File: config.mk
export PLATFORM = sky130hd
export DESIGN_NAME = baud_rate_generator
export DESIGN_NICKNAME = d
export VERILOG_FILES = /design/src/rtl/baud_rate_generator_pkg.sv /design/src/rtl/baud_rate_generator.sv
export SDC_FILE = /design/constraint.sdc
export NUM_CORES = 1
export LEC_CHECK = 0
export CORE_MARGIN = 10
export CORE_UTILIZATION = 31
export CTS_CLUSTER_DIAMETER = 80
export DETAILED_ROUTE_END_ITERATION = 8
export SETUP_SLACK_MARGIN = 0.02
export SLEW_MARGIN = 20
export SYNTH_ARGS = -nofsm -noshare
export SYNTH_HDL_FRONTEND = slang
export SYNTH_SLANG_ARGS = --single-unit
File: constraint.sdc
create_clock -name clk -period 3.6 [get_ports clk]
set_clock_uncertainty 0.2 [all_clocks]
set_input_delay 0.9 -clock clk [delete_from_list [all_inputs] [get_ports clk]]
set_output_delay 0.9 -clock clk [all_outputs]
set_load 0.005 [all_outputs]
File: src/rtl/baud_rate_generator_pkg.sv
// -----------------------------------------------------------------------------
// baud_rate_generator_pkg
//   Shared UART constants: default divisor width and standard divisor values
//   for a 100 MHz system clock with 16x oversampling.
//   Divisor rule: divsr = round(Fclk / (16 * baud)) - 1.
// -----------------------------------------------------------------------------
package baud_rate_generator_pkg;

    // Default width of the divisor input and of the internal counter.
    localparam int DVSR_WIDTH_DEF = 11;

    // Standard divisors for a 100 MHz clock (tick = 16x baud).
    localparam logic [10:0] DVSR_9600_100MHZ   = 11'd650;
    localparam logic [10:0] DVSR_19200_100MHZ  = 11'd325;
    localparam logic [10:0] DVSR_115200_100MHZ = 11'd53;

    // Rounded divisor for an arbitrary clock/baud pair. The 8*baud term
    // rounds the division to nearest instead of truncating.
    function automatic int calc_dvsr(input int fclk_hz, input int baud);
        calc_dvsr = ((fclk_hz + (32'sd8 * baud)) / (32'sd16 * baud)) - 32'sd1;
    endfunction

endpackage : baud_rate_generator_pkg

File: src/rtl/baud_rate_generator.sv
// -----------------------------------------------------------------------------
// baud_rate_generator
//   Programmable clock-enable generator for the UART. Divides clk by
//   (divsr+1) and emits a one-cycle tick at 16x the serial bit rate; tick
//   feeds s_tick of the UART transmitter and receiver.
//
// Ports
//   clk    in   1           system clock, rising edge
//   reset  in   1           synchronous, active-high reset
//   divsr  in   DVSR_WIDTH  divisor; tick period is divsr+1 clk cycles
//   tick   out  1           one-clk-wide pulse, registered
// -----------------------------------------------------------------------------
module baud_rate_generator
    import baud_rate_generator_pkg::*;
#(
    parameter int DVSR_WIDTH = DVSR_WIDTH_DEF
) (
    input  logic                  clk,
    input  logic                  reset,
    input  logic [DVSR_WIDTH-1:0] divsr,
    output logic                  tick
);

    logic [DVSR_WIDTH-1:0] cnt_r;
    logic [DVSR_WIDTH-1:0] cnt_next_s;
    logic                  tick_r;
    logic                  tick_next_s;

    // Next counter/tick values. The compare is >= so that lowering divsr
    // below the current count wraps on the next edge instead of letting the
    // counter run all the way round; the wrap at cnt==divsr also means the
    // all-ones divisor never overflows the increment.
    always_comb begin
        cnt_next_s  = {DVSR_WIDTH{1'b0}};
        tick_next_s = 1'b0;
        if (cnt_r >= divsr) begin
            cnt_next_s  = {DVSR_WIDTH{1'b0}};
            tick_next_s = 1'b1;
        end else begin
            cnt_next_s  = cnt_r + {{(DVSR_WIDTH-1){1'b0}}, 1'b1};
            tick_next_s = 1'b0;
        end
    end

    // Counter and tick registers; reset has priority over counting.
    always_ff @(posedge clk) begin
        if (reset) begin
            cnt_r  <= {DVSR_WIDTH{1'b0}};
            tick_r <= 1'b0;
        end else begin
            cnt_r  <= cnt_next_s;
            tick_r <= tick_next_s;
        end
    end

    assign tick = tick_r;

endmodule : baud_rate_generator

==> impl_metrics.json <==
{
  "synth_top_family_by_area": "simple AND/OR/NAND/NOR gates",
  "post-cts-setup-buffer-count": 0,
  "rows": 18,
  "p_per_area_mw_per_mm2": 281,
  "vias": 621,
  "crit_required_ns": 3.60,
  "rsz0062_at_grt": "false",
  "maxCapViolations": 0,
  "setup_viol": 0,
  "worst_slack_ns": 0.776,
  "coreArea_sq_mm": 0.00250,
  "postSynthCellCount": 88,
  "dp.cells": 129,
  "portBuffers": 13,
  "path_clk_slew_ns": 0.07,
  "final_nets": 129,
  "pre_cts_ws_ns": 0.464,
  "yosysTopAreaCell": "dfxtp_1",
  "die-height_um": 71.5,
  "cts_buffer_depth": 2,
  "clk_latency_ns": 0.27,
  "drv_slew": 0,
  "ys_ff_latch": 12,
  "synth_xor_area_share_pct": 9.60,
  "drt_wl_total_um": 1540,
  "hpwl_um": 1260,
  "drive_gt1_share_pct": 21.4,
  "start_util_pct": 32.8,
  "synth_simple_gate_area_share_pct": 28.4,
  "p_leak_nw": 0.437,
  "ant_nets": 0,
  "n_fill_cell": 262,
  "synth.net_count": 113,
  "netlist_area_sq_um": 821,
  "die_area_sq_mm": 0.00511,
  "track_usage_pct": 6.26,
  "finalHoldViolCount": 0,
  "cp-end-kind": "flip-flop",
  "synth_edf_count": 0,
  "grt_pass1_vias": 616,
  "min_period_over_period_pct": 78.4,
  "grt_pass1_wl_um": 2650,
  "io-pin-count": 14,
  "first_pass_iters": 4,
  "drtIter0Drc": 3,
  "seq_area_frac_synth_pct": 29.3,
  "setup-tns-final_ns": 0,
  "place_congestion": 0.682,
  "viasPerCell": 4.67,
  "fmax_mhz": 354,
  "max_slew_margin_pct": 48.8,
  "synth.distinct_cells": 23,
  "wl_per_cell_um": 11.6,
  "async_flop_share_pct": 0,
  "cts_tree": "built",
  "cp_data_arrival_time_ns": 2.83,
  "fin_crit_ns": 2.82,
  "cts_sinks": 12,
  "synth_area_leaders": "dfxtp_1, ha_1, nor3_2",
  "cts-root-buf": "clkbuf_4",
  "grt_antenna_before_repair": 0,
  "tightestPinTransition_ns": 0.766,
  "ys_warn_count": 0,
  "cts_resized": 0,
  "syn_avg_cell_area_sq_um": 9.33,
  "outcome": "finished clean",
  "ir_drop_uv": 181,
  "finalNonFillerCells": 133,
  "cts_made_buffers": 3,
  "synth_compound_area_share_pct": 7.62,
  "area_growth_pct": 23.0,
  "yosys.area_share.adder_pct": 18.3,
  "synth_ff_type": "dfxtp_1",
  "diodes": 0,
  "die_w_um": 71.5,
  "yosysTopAreaCellShare_pct": 29.3,
  "crit_type": "in2reg",
  "holdCritPathClass": "reg2reg",
  "startpoint_type": "input port",
  "cts_hold_buf": 0,
  "h-tree-depth": 1,
  "grt_max_degree": 13,
  "worst-path-max-fanout": 12,
  "grt_overflow_total": 0,
  "muxShareOfSynthArea_pct": 0,
  "remaining_drc_errors": 0
}
-- synthesized netlist by cell type, types with 2 or more instances --
cell type,number
a21oi_2,2
inv_1,11
ha_1,12
nand2_1,5
nor2_1,2
a21oi_1,3
xor2_1,5
nor3_2,11
nor2_2,2
nand3_2,2
nor2b_1,2
dfxtp_1,12
nand4_1,2
nand3_1,5
xnor2_1,4
-- worst max-delay path, cell delays in order --
cell	delay, ns
clkdlybuf4s50_1	0.45
inv_1	0.04
ha_1	0.28
nand2_1	0.05
o21ai_1	0.20
a21oi_2	0.08
o211ai_2	0.62
nor2b_1	0.21
-- layer usage --
layer,GRT usage (%),up-vias,share of wire [%]
met1,7.08,276,47
met4,1.94,0,1.6
li1,-,330,-
met5,0,-,0
met2,9.90,11,45
met3,3.31,4,5.6
-- report_power, final --
group	internal (W)	switching (W)	leakage, nW	total (W)
Combinational	0.0000219	0.0000162	0.319	0.0000381
Clock	0.0000615	0.0000443	0.0210	0.000106
Sequential	0.000136	0.00000399	0.0973	0.000140
Total	0.000219	0.0000645	0.437	0.000284
-- registers in the layout, indices dropped and copies added (netlist names) --
name	count
cnt_r	11
tick	1
-- layout make-up --
| class | instances | area (sq um) | share of cell area, % |
|---|---|---|---|
| well taps | 30 | 37.5 | 3.72 |
| repair buffers | 13 | 130 | 12.9 |
| flip-flops and latches | 12 | 240 | 23.8 |
| inverters | 11 | 41.3 | 4.09 |
| multi-input cells | 63 | 524 | 51.9 |
| clock buffers | 4 | 36.3 | 3.59 |
-- cell usage in the layout (no fill, tap or decap), drive strengths merged --
cell            n
clkdlybuf4s50  13
ha             12
dfxtp          12
inv            11
nor3           11
nand3           7
nand2           5
xor2            5
a21oi           5
xnor2           4
clkbuf          4
nor2            4
nor2b           2
nand4           2
o21ai           2
and3            1
a21o            1
o211ai          1
nor3b           1
-- stage by stage --
stage          cell area [sq um]  hold slack [ns]  util, %  power, W
2_1_floorplan                821            0.275        -  0.000163
3_3_place_gp                 973            0.314     38.9  0.000180
3_5_place_dp                 973            0.310     38.9  0.000182
4_1_cts                     1010            0.325     40.4  0.000288
5_1_grt                     1010            0.385     40.4  0.000300
6_report                    1010            0.327     40.4  0.000284
-- worst paths after layout --
kind | start | endpoint | slack (ns) | cells after the start
setup / recovery | divsr[2] | tick | 0.78 | 8
hold / removal | cnt_r[0] | cnt_r[0] | 0.33 | 1
setup reg to reg | cnt_r[0] | tick | 1.43 | 7
hold reg to reg | cnt_r[0] | cnt_r[0] | 0.33 | 1
-- cell families (layout without fill, tap and decap cells) --
logic type / Yosys count / in the layout
AND/OR/NAND/NOR: 33 / 33
buffers and inverters: 13 / 28
adder cells (fa/ha/maj): 12 / 12
flip-flops: 12 / 12
AO/OA/AOI/OAI: 9 / 9
XOR/XNOR: 9 / 9
(Power assumes the default switching activity.)
